$ cat src/rtl/kf_sub_pkg.sv
// Shared constants and types for the Kalman subtractor scheduler.
package kf_sub_pkg;

    localparam int NUM_REQ = 4;
    localparam int DATA_W  = 32;
    localparam int SUB_LAT = 12;
    localparam int TAG_W   = (NUM_REQ > 1) ? $clog2(NUM_REQ) : 1;

    // One in-flight operation: who asked for it, and whether the slot is live.
    typedef struct packed {
        logic             valid;
        logic [TAG_W-1:0] tag;
    } tag_entry_t;

    // Turn a returning tag into the one-hot response strobe.
    function automatic logic [NUM_REQ-1:0] tag_to_onehot(input logic [TAG_W-1:0] tag);
        logic [NUM_REQ-1:0] oh;
        oh = '0;
        for (int i = 0; i < NUM_REQ; i++) begin
            oh[i] = (tag == TAG_W'(i));
        end
        return oh;
    endfunction

endpackage

$ cat src/rtl/kf_sub_scheduler_if.sv
// Requester-side and subtractor-side signals of the shared subtractor scheduler.
interface kf_sub_scheduler_if;
    import kf_sub_pkg::*;

    logic [NUM_REQ-1:0]        req_valid;
    logic [NUM_REQ-1:0]        req_ready;
    logic [NUM_REQ*DATA_W-1:0] req_a;
    logic [NUM_REQ*DATA_W-1:0] req_b;
    logic [NUM_REQ-1:0]        rsp_valid;
    logic [DATA_W-1:0]         rsp_data;
    logic [DATA_W-1:0]         sub_dataa;
    logic [DATA_W-1:0]         sub_datab;
    logic                      sub_valid;
    logic [DATA_W-1:0]         sub_result;
    logic                      busy;

    // The scheduler itself.
    modport slave (
        input  req_valid, req_a, req_b, sub_result,
        output req_ready, rsp_valid, rsp_data, sub_dataa, sub_datab, sub_valid, busy
    );

    // The stage controllers plus subtractor, seen from outside the scheduler.
    modport master (
        output req_valid, req_a, req_b, sub_result,
        input  req_ready, rsp_valid, rsp_data, sub_dataa, sub_datab, sub_valid, busy
    );

endinterface

$ cat src/rtl/kf_rr_arbiter.sv
// Round-robin arbiter: searches upward from the last winner + 1.
module kf_rr_arbiter #(
    parameter int NUM_REQ = 4
) (
    input  logic                       clock,
    input  logic                       resetn,
    input  logic [NUM_REQ-1:0]         req,
    input  logic                       upd_en,
    output logic [NUM_REQ-1:0]         gnt,
    output logic [$clog2(NUM_REQ)-1:0] gnt_idx
);

    localparam int IDX_W = $clog2(NUM_REQ);

    logic [IDX_W-1:0]   ptr_r;
    logic [NUM_REQ-1:0] gnt_s;
    logic [IDX_W-1:0]   idx_s;

    // Pick the first requester after the pointer, wrapping at NUM_REQ.
    always_comb begin
        logic found;
        int   cand;
        gnt_s = '0;
        idx_s = '0;
        found = 1'b0;
        cand  = 0;
        for (int off = 1; off <= NUM_REQ; off++) begin
            cand = int'(ptr_r) + off;
            if (cand >= NUM_REQ) begin
                cand = cand - NUM_REQ;
            end else begin
                cand = cand;
            end
            if (!found && req[IDX_W'(cand)]) begin
                found                = 1'b1;
                gnt_s[IDX_W'(cand)]  = 1'b1;
                idx_s                = IDX_W'(cand);
            end else begin
                found = found;
            end
        end
    end

    // Pointer remembers the last winner; reset value makes requester 0 first.
    always_ff @(posedge clock) begin
        if (!resetn) begin
            ptr_r <= IDX_W'(NUM_REQ - 1);
        end else if (upd_en) begin
            ptr_r <= idx_s;
        end else begin
            ptr_r <= ptr_r;
        end
    end

    assign gnt     = gnt_s;
    assign gnt_idx = idx_s;

endmodule

$ cat src/rtl/kf_sub_scheduler.sv
// Shares one pipelined FP subtractor among NUM_REQ requesters, one op per cycle,
// and routes each result back to its requester via a tag pipeline.
module kf_sub_scheduler
    import kf_sub_pkg::*;
(
    input  logic              clock,
    input  logic              resetn,
    kf_sub_scheduler_if.slave bus
);

    logic [NUM_REQ-1:0]     req_s;
    logic [NUM_REQ-1:0]     gnt_s;
    logic [TAG_W-1:0]       gnt_idx_s;
    logic                   hs_s;
    logic [DATA_W-1:0]      sel_a_s;
    logic [DATA_W-1:0]      sel_b_s;
    logic                   pipe_any_s;
    logic [NUM_REQ-1:0]     rsp_valid_n_s;
    logic [DATA_W-1:0]      rsp_data_n_s;

    // issue_r rides alongside sub_valid; pipe_r[SUB_LAT] lines up with sub_result.
    tag_entry_t                 issue_r;
    tag_entry_t [SUB_LAT:1]     pipe_r;
    logic [DATA_W-1:0]          dataa_r;
    logic [DATA_W-1:0]          datab_r;
    logic [NUM_REQ-1:0]         rsp_valid_r;
    logic [DATA_W-1:0]          rsp_data_r;
    logic                       busy_r;

    // No grants at all while held in reset.
    assign req_s = bus.req_valid & {NUM_REQ{resetn}};

    kf_rr_arbiter #(.NUM_REQ(NUM_REQ)) u_arb (
        .clock   (clock),
        .resetn  (resetn),
        .req     (req_s),
        .upd_en  (hs_s),
        .gnt     (gnt_s),
        .gnt_idx (gnt_idx_s)
    );

    assign hs_s          = |gnt_s;
    assign bus.req_ready = gnt_s;

    // Operand mux: AND-OR over the one-hot grant.
    always_comb begin
        sel_a_s = '0;
        sel_b_s = '0;
        for (int i = 0; i < NUM_REQ; i++) begin
            if (gnt_s[i]) begin
                sel_a_s = sel_a_s | bus.req_a[i*DATA_W +: DATA_W];
                sel_b_s = sel_b_s | bus.req_b[i*DATA_W +: DATA_W];
            end else begin
                sel_a_s = sel_a_s;
                sel_b_s = sel_b_s;
            end
        end
    end

    // Response decode and in-flight summary for busy.
    always_comb begin
        pipe_any_s = 1'b0;
        for (int k = 1; k <= SUB_LAT; k++) begin
            pipe_any_s = pipe_any_s | pipe_r[k].valid;
        end
        if (pipe_r[SUB_LAT].valid) begin
            rsp_valid_n_s = tag_to_onehot(pipe_r[SUB_LAT].tag);
            rsp_data_n_s  = bus.sub_result;
        end else begin
            rsp_valid_n_s = '0;
            rsp_data_n_s  = rsp_data_r;
        end
    end

    // Issue registers, tag shift register and registered response outputs.
    always_ff @(posedge clock) begin
        if (!resetn) begin
            issue_r     <= '0;
            pipe_r      <= '0;
            dataa_r     <= '0;
            datab_r     <= '0;
            rsp_valid_r <= '0;
            rsp_data_r  <= '0;
            busy_r      <= 1'b0;
        end else begin
            issue_r.valid <= hs_s;
            issue_r.tag   <= gnt_idx_s;
            if (hs_s) begin
                dataa_r <= sel_a_s;
                datab_r <= sel_b_s;
            end else begin
                dataa_r <= dataa_r;
                datab_r <= datab_r;
            end
            pipe_r[1] <= issue_r;
            for (int k = 2; k <= SUB_LAT; k++) begin
                pipe_r[k] <= pipe_r[k-1];
            end
            rsp_valid_r <= rsp_valid_n_s;
            rsp_data_r  <= rsp_data_n_s;
            // Stays high through the response cycle, since pipe_r[SUB_LAT] feeds it.
            busy_r      <= hs_s | issue_r.valid | pipe_any_s;
        end
    end

    assign bus.sub_valid = issue_r.valid;
    assign bus.sub_dataa = dataa_r;
    assign bus.sub_datab = datab_r;
    assign bus.rsp_valid = rsp_valid_r;
    assign bus.rsp_data  = rsp_data_r;
    assign bus.busy      = busy_r;

endmodule
$ cat src/flat_wrapper.sv
// flat-port wrapper written by rule: the top's interface ports become plain ports
module kf_sub_scheduler_flat import kf_sub_pkg::*;
  (clock, resetn, bus_req_valid, bus_req_a, bus_req_b, bus_sub_result, bus_req_ready, bus_rsp_valid, bus_rsp_data, bus_sub_dataa, bus_sub_datab, bus_sub_valid, bus_busy);
  kf_sub_scheduler_if bus_i ();
  input  logic clock;
  input  logic resetn;
  input wire logic [$bits(bus_i.req_valid)-1:0] bus_req_valid;
  input wire logic [$bits(bus_i.req_a)-1:0] bus_req_a;
  input wire logic [$bits(bus_i.req_b)-1:0] bus_req_b;
  input wire logic [$bits(bus_i.sub_result)-1:0] bus_sub_result;
  output wire logic [$bits(bus_i.req_ready)-1:0] bus_req_ready;
  output wire logic [$bits(bus_i.rsp_valid)-1:0] bus_rsp_valid;
  output wire logic [$bits(bus_i.rsp_data)-1:0] bus_rsp_data;
  output wire logic [$bits(bus_i.sub_dataa)-1:0] bus_sub_dataa;
  output wire logic [$bits(bus_i.sub_datab)-1:0] bus_sub_datab;
  output wire logic [$bits(bus_i.sub_valid)-1:0] bus_sub_valid;
  output wire logic [$bits(bus_i.busy)-1:0] bus_busy;
  assign bus_i.req_valid = bus_req_valid;
  assign bus_i.req_a = bus_req_a;
  assign bus_i.req_b = bus_req_b;
  assign bus_i.sub_result = bus_sub_result;
  assign bus_req_ready = bus_i.req_ready;
  assign bus_rsp_valid = bus_i.rsp_valid;
  assign bus_rsp_data = bus_i.rsp_data;
  assign bus_sub_dataa = bus_i.sub_dataa;
  assign bus_sub_datab = bus_i.sub_datab;
  assign bus_sub_valid = bus_i.sub_valid;
  assign bus_busy = bus_i.busy;
  kf_sub_scheduler u_core (.clock(clock), .resetn(resetn), .bus(bus_i));
endmodule
$ cat config.mk
export PLATFORM = sky130hd
export DESIGN_NAME = kf_sub_scheduler_flat
export DESIGN_NICKNAME = d
export VERILOG_FILES = /design/src/rtl/kf_sub_pkg.sv /design/src/rtl/kf_sub_scheduler_if.sv /design/src/rtl/kf_rr_arbiter.sv /design/src/rtl/kf_sub_scheduler.sv /design/src/flat_wrapper.sv
export SDC_FILE = /design/constraint.sdc
export NUM_CORES = 1
export LEC_CHECK = 0
export BUFFER_PORTS_ARGS = -buffer_cell sky130_fd_sc_hd__clkbuf_2
export CAP_MARGIN = 40
export CORE_AREA = 2 2 156 158
export CTS_CLUSTER_DIAMETER = 200
export DETAILED_ROUTE_END_ITERATION = 12
export DIE_AREA = 0 0 158 160
export MAX_ROUTING_LAYER = met4
export PLACE_DENSITY = 0.57
export SKIP_LAST_GASP = 1
export SLEW_MARGIN = 0
export SYNTH_ARGS = -nofsm -noshare
export SYNTH_HDL_FRONTEND = slang
export SYNTH_SLANG_ARGS = --single-unit
$ cat constraint.sdc
create_clock -name clock -period 9 [get_ports clock]
set_clock_uncertainty 0.15 [all_clocks]
set_input_delay 0.45 -clock clock [delete_from_list [all_inputs] [get_ports clock]]
set_output_delay 0.45 -clock clock [all_outputs]
set_load 0.02 [all_outputs]
Yosys cells after proc, flatten, opt, wreduce, memory -nomap -nowiden
Cells that the tools add are included.
{ "op_classes": {"bitwise": 23, "n_mux": 43, "reduce_logical": 13, "n_lt_le_gt_ge": 12, "addsub": 8, "n_eq_ne": 3} }
{ "op_table": {"columns": ["op", "count"], "rows": [
  ["32-bit two-way mux", 8],
  ["32-bit OR", 6],
  ["2-bit by 4-bit < comparator with 1-bit output, second input constant", 4],
  ["2-bit two-way mux", 8],
  ["4-bit two-way mux", 4],
  ["1-bit two-way mux", 15],
  ["1-bit OR", 13],
  ["4-bit OR", 3],
  ["3-bit >= comparator, second input constant", 3],
  ["1-bit binary-select mux with 2-bit select", 4],
  ["1-bit demux with 2-bit select", 4],
  ["2-bit by 1-bit >= comparator with 1-bit output, second input constant", 4],
  ["2-bit by 1-bit subtractor with 2-bit output, second input constant", 4],
  ["1-bit logical AND", 7],
  ["2-bit by 2-bit adder with 3-bit output, second input constant", 2],
  ["2-bit by 3-bit adder with 4-bit output, second input constant", 1],
  ["4-bit bitwise AND", 1],
  ["2-bit == test, second input constant", 2],
  ["4-bit by 3-bit >= comparator with 1-bit output, second input constant", 1],
  ["4-bit OR reduction", 1],
  ["2-bit by 1-bit adder with 3-bit output, second input constant", 1],
  ["1-bit logical NOT", 3],
  ["2-bit by 1-bit == test with 1-bit output, second input constant", 1],
  ["2-bit logical NOT", 1],
  ["2-bit AND reduction", 1]
]} }
{ "totals": {"in_bits": 294, "word_cells": 134, "out_inout_bits": 106, "reg_bits": 142} }

Longest topological paths before layout
{ "logic_depth": {"depth_word": 23, "mapped_depth": 14, "depth_no_buf": 9} }

By module
A second synthesis with hierarchy kept.
{ "unflattened": {"hier_cells": 632, "area_unflattened_um2": 6328.6} }
{ "modules_own_cells": {"columns": ["mod", "instances", "cells_per_inst", "seq_area_each_um2", "area_per_inst_um2"], "rows": [
  ["kf_sub_scheduler", 1, 571, 2802.7, 5759.3],
  ["kf_rr_arbiter", 1, 61, 40.0, 569.3]
]} }

Worst setup path before layout
OpenSTA, ideal clock, no wires.
{ "synth_timing": {"path_type": "register -> register", "start": "register u_core.u_arb.ptr_r[0]", "end": "register u_core.datab_r[12] (netlist: u_core.bus.sub_datab[12])", "path_buffers": 5, "synth_period_minus_slack_ps": 4099, "stages_incl_launch_ff": 15, "t_required_ps": 8761, "arrival_ps": 3860, "setup_time_ps": 89, "slack_ps": 4901, "path_cell_list": "dfxtp_1 > buf_2 > inv_1 > ha_1 > and4b_1 > or4_1 > a22o_1 > a221o_1 > or4_1 > clkbuf_1 > or2_1 > clkbuf_1 > buf_4 > buf_6 > a311oi_2"} }
{ "synth_via": {"elab_chain_len": 23, "elab_cells_between_ends": 72, "classes_between": "8 x add/sub; 12 x order compare; 35 x mux; 6 x bitwise; 11 x reduce/logical"} }
{ "synth_rtl": {"columns": ["element", "line", "source"], "rows": [
  ["start, declared", "kf_rr_arbiter.sv:15", "logic [IDX_W-1:0] ptr_r;"],
  ["start signal, assigned", "kf_rr_arbiter.sv:47", "ptr_r <= IDX_W'(NUM_REQ - 1);"],
  ["start signal, assigned", "kf_rr_arbiter.sv:49", "ptr_r <= idx_s;"],
  ["start signal, assigned", "kf_rr_arbiter.sv:51", "ptr_r <= ptr_r;"],
  ["parallel branches: the longest is 15 deep, another holds 2-bit by 4-bit < comparator with 1-bit output", null, null],
  ["4-bit two-way mux *", "kf_rr_arbiter.sv:34", "if (!found && req[IDX_W'(cand)]) begin"],
  ["32-bit two-way mux", "kf_sub_scheduler.sv:50", "if (gnt_s[i]) begin"],
  ["32-bit OR", "kf_sub_scheduler.sv:52", "sel_b_s = sel_b_s | bus.req_b[i*DATA_W +: DATA_W];"],
  ["32-bit two-way mux", "kf_sub_scheduler.sv:50", null],
  ["32-bit OR", "kf_sub_scheduler.sv:52", null],
  ["32-bit two-way mux", "kf_sub_scheduler.sv:50", null],
  ["32-bit OR", "kf_sub_scheduler.sv:52", null],
  ["32-bit two-way mux", "kf_sub_scheduler.sv:50", null],
  ["end signal, assigned", "kf_sub_scheduler.sv:90", "datab_r <= sel_b_s;"],
  ["end signal, assigned", "kf_sub_scheduler.sv:93", "datab_r <= datab_r;"],
  ["end, declared", "kf_sub_scheduler.sv:25", "logic [DATA_W-1:0] datab_r;"]
]} }
Every way passes the cells marked *. The select of a mux whose other input is x is not followed.
A chain may end at the register's enable or synchronous reset.

Final worst setup path
{ "layout_timing": {"start": "register u_core.u_arb.ptr_r[0]", "end": "register u_core.datab_r[29] (netlist: u_core.bus.sub_datab[29])"} }
Same word-level chain as after synthesis.

==> flow_summary_export.csv <==
group,metric,value,unit
die,dieArea,0.0253,mm2
synth,synth_top_family_by_area,"compound AO/OA/AOI/OAI gates",
sta,setup_viol,0,
global_route,grt_pass1_wl,35300,um
synth,syn_area,0.00631,mm2
synth,synth_largest_area_cell,"dfxtp_1",
sta,drv_slew,0,
detailed_routing,wl,23800,um
global_route,grt_max_degree,76,
die,start_util,0.265,
power_and_ir_drop,leakage,3.99,nW
synth,yosys_warnings,0,
cells_and_area,antenna_cells,0,
die,die-width,158,um
worst_setup_path,critPathRequiredTime,9170,ps
sta,maxSlewHeadroom,0.462,
synth,synthMuxAreaShare,0.0623,
worst_setup_path,worstPathCellList,"inv_1 > ha_1 > and4b_1 > or4_1 > a22o_1 > a221o_2 > or4_2 > or2_4 > buf_12 > a311oi_1",
worst_hold_path,min_path_cells,3,
sta,worst_pin_slew,807,ps
worst_hold_path,worstHoldEndpoint,"u_core.bus.rsp_data[31]",
clock_tree,clock_path_buffers,2,
synth,avgSynthCellArea,9.61,um2
detailed_routing,vias,6744,
sta,setup-tns-final,0,ps
synth,syn-num-nets,959,
worst_setup_path,reg2reg_from,"u_core.u_arb.ptr_r[0]",
sta,fin_crit_sh,0.523,
synth,synthDominantCellAreaShare,0.450,
status,status,"finished clean",
cells_and_area,layout.nets,1310,
clock_tree,h-tree-depth,4,
global_route,antenna_found_initial,0,
cells_and_area,drive_gt1_frac,0.458,
die,io_pins,400,
worst_setup_path,cp.buffers_inverters,2,
detailed_routing,ant_nets,0,
detailed_routing,drt_iter0_markers,720,
placed_design,io_buffers,399,
clock_tree,cts_tree,"built",
worst_setup_path,end_kind,"flop",
global_route,grt_pass1_vias,6393,
cells_and_area,syn_to_final_growth,44.6,%
synth,ys_top_cells_by_count,"dfxtp_1 (142), nand2_1 (72), nor3_1 (66)",
worst_setup_path,path_max_fanout,40,
worst_setup_path,rr_worst_depth,10,
synth,yosys.area_share.simple,0.180,
clock_tree,clk_latency,410,ps
worst_setup_path,reg2reg_to,"u_core.bus.sub_datab[29]",
clock_tree,hold_buffers,0,
synth,ys_seq_area_frac,0.450,
global_route,grt_overflow_total,0,
worst_setup_path,cp_slowest_cell,"dfxtp_1",
worst_hold_path,hp-start,"bus_sub_result[31]",
clock_tree,cts_buffers,17,
worst_setup_path,crit_family,"simple AND/OR/NAND/NOR gates",
clock_tree,post_cts_buffers,0,
worst_setup_path,r2r_setup_slack,4290,ps
power_and_ir_drop,pwr_density_cell,318,mW/mm2
worst_hold_path,hp-class,"in2reg",
synth,synth_edf_count,0,
die,rows,57,
synth,synth-async-reset-ratio,0,
synth,synth_cell_types,47,
clock_tree,clkTransAtPathRegs,70,ps
clock_tree,cts_resized,0,
synth,synthAdderAreaFrac,0.0159,
sta,fin_crit,4710,ps
power_and_ir_drop,ir_worst_vdd,228,uV
run,max_cap_viol_count,0,
detailed_routing,wl_per_cell,17.7,um
synth,syn_inst,657,
die,die_y,160,um
synth,synth_compound_area_frac,0.241,
sta,rsz0062_at_grt,"false",
synth,synth_seq_cells,142,
synth,synth_ff_type,"dfxtp_1",
clock_tree,clock_sinks,142,
detailed_routing,drc,0,
synth,synth_xor_area_frac,0,
placed_design,gp_congestion,0.823,
sta,hold_ws,121,ps
placed_design,dp_hpwl,17600,um
worst_setup_path,cpPeakStageDelay,770,ps
clock_tree,root_buffer,"clkbuf_16",
synth,synth.top_cells.by_area,"dfxtp_1 (45%), a222oi_1 (10%), a311oi_1 (6.1%)",
worst_setup_path,worstSetupPathType,"reg2reg",
worst_setup_path,crit_path_start_kind,"flop",
detailed_routing,dr.pass1.iters,9,
detailed_routing,viasPerCell,5.01,
global_route,grtUsageTotal,0.186,
synth,yosysMostFrequentCell,"dfxtp_1",
die,fp.coreArea,0.0238,mm2
sta,fmax,0.213,GHz
sta,hold_viol,0,
worst_setup_path,critPathArrivalTime,4870,ps
==> cells in the final DEF, fill, tap and decap left out, types with 3 or more instances in the layout <==
cell type and instances:
nor2_1 39, a222oi_1 64, a311oi_1 44, and2_1 39, nor3_1 66, ha_1 8, inv_6 3, o211ai_1 4
dfxtp_1 141, clkbuf_2 399, inv_8 6, clkbuf_16 17, buf_4 7, a311oi_2 20, nand2_1 72, o21ai_0 4
mux2i_1 37
==> layout make-up <==
type	count	area, um2
Clock inverter	15	194
Tap cell	324	405
Inverter	3	12.5
Multi-Input combinational cell	436	3160
Clock buffer	17	425
Timing Repair Buffer	408	2090
Sequential cell	142	2840
Fill cell	2533	14700
==> metrics by stage <==
step                total power (W)  setup slack [ps]  std cells  area [um2]  utilization
finish                      0.00290              4290       1345        9130        0.383
global route                0.00309              3910       1345        9130        0.383
CTS                         0.00294              4310       1345        9130        0.383
detailed placement          0.00219              4350       1313        8510        0.357
global placement            0.00215              4420       1311        8470        0.355
floorplan                   0.00178              4900        657        6310            -
==> where the power goes <==
group	internal, W	leakage, nW	total [W]	switching [W]
Combinational	0.000493	2.53	0.00135	0.000858
Clock	0.000425	0.299	0.000739	0.000313
Sequential	0.000746	1.16	0.000812	0.0000661
==> flip-flops by register name, summed over array words and instances, names as in the netlist <==
signal,cells
u_core.pipe_r,36
u_core.bus.rsp_data,32
u_core.bus.sub_dataa,32
u_core.bus.sub_datab,32
u_core.bus.rsp_valid,4
u_core.issue_r,2
u_core.u_arb.ptr_r,2
u_core.bus.busy,1
u_core.bus.sub_valid,1
==> kinds of logic after synthesis <==
group | Yosys count
simple gates | 235
fa+ha+maj | 8
mux | 38
compound gates | 155
flops | 142
buf+inv | 79
==> metal layers <==
metal | part of all wire | wire [um] | global-route usage
met5 | 0 | 0 | -
met4 | 0.012 | 296 | 0.0463
met3 | 0.082 | 1940 | 0.0426
met2 | 0.51 | 12100 | 0.322
met1 | 0.40 | 9450 | 0.216
==> worst max path at each step <==
stage                     slack (ps)                  endpoint                  start  depth (start not counted)
after global routing            3910          bus_req_ready[2]  u_core.u_arb.ptr_r[0]                          9
after global placement          4420  u_core.bus.sub_datab[29]  u_core.u_arb.ptr_r[0]                          9
final                           4290  u_core.bus.sub_datab[29]  u_core.u_arb.ptr_r[0]                         10
after floorplan                 4900  u_core.bus.sub_datab[12]  u_core.u_arb.ptr_r[0]                         14
after CTS                       4310          bus_req_ready[2]  u_core.u_arb.ptr_r[0]                          9
after detailed placement        4350  u_core.bus.sub_datab[29]  u_core.u_arb.ptr_r[0]                         10
==> tightest hold or removal path, delay by kind of cell <==
kind	cells	cell delay, ps
multiplexers	1	50
buffers and inverters	1	80
AND/OR/NAND/NOR	1	70
No activity file was read; power rests on OpenSTA's default activity.
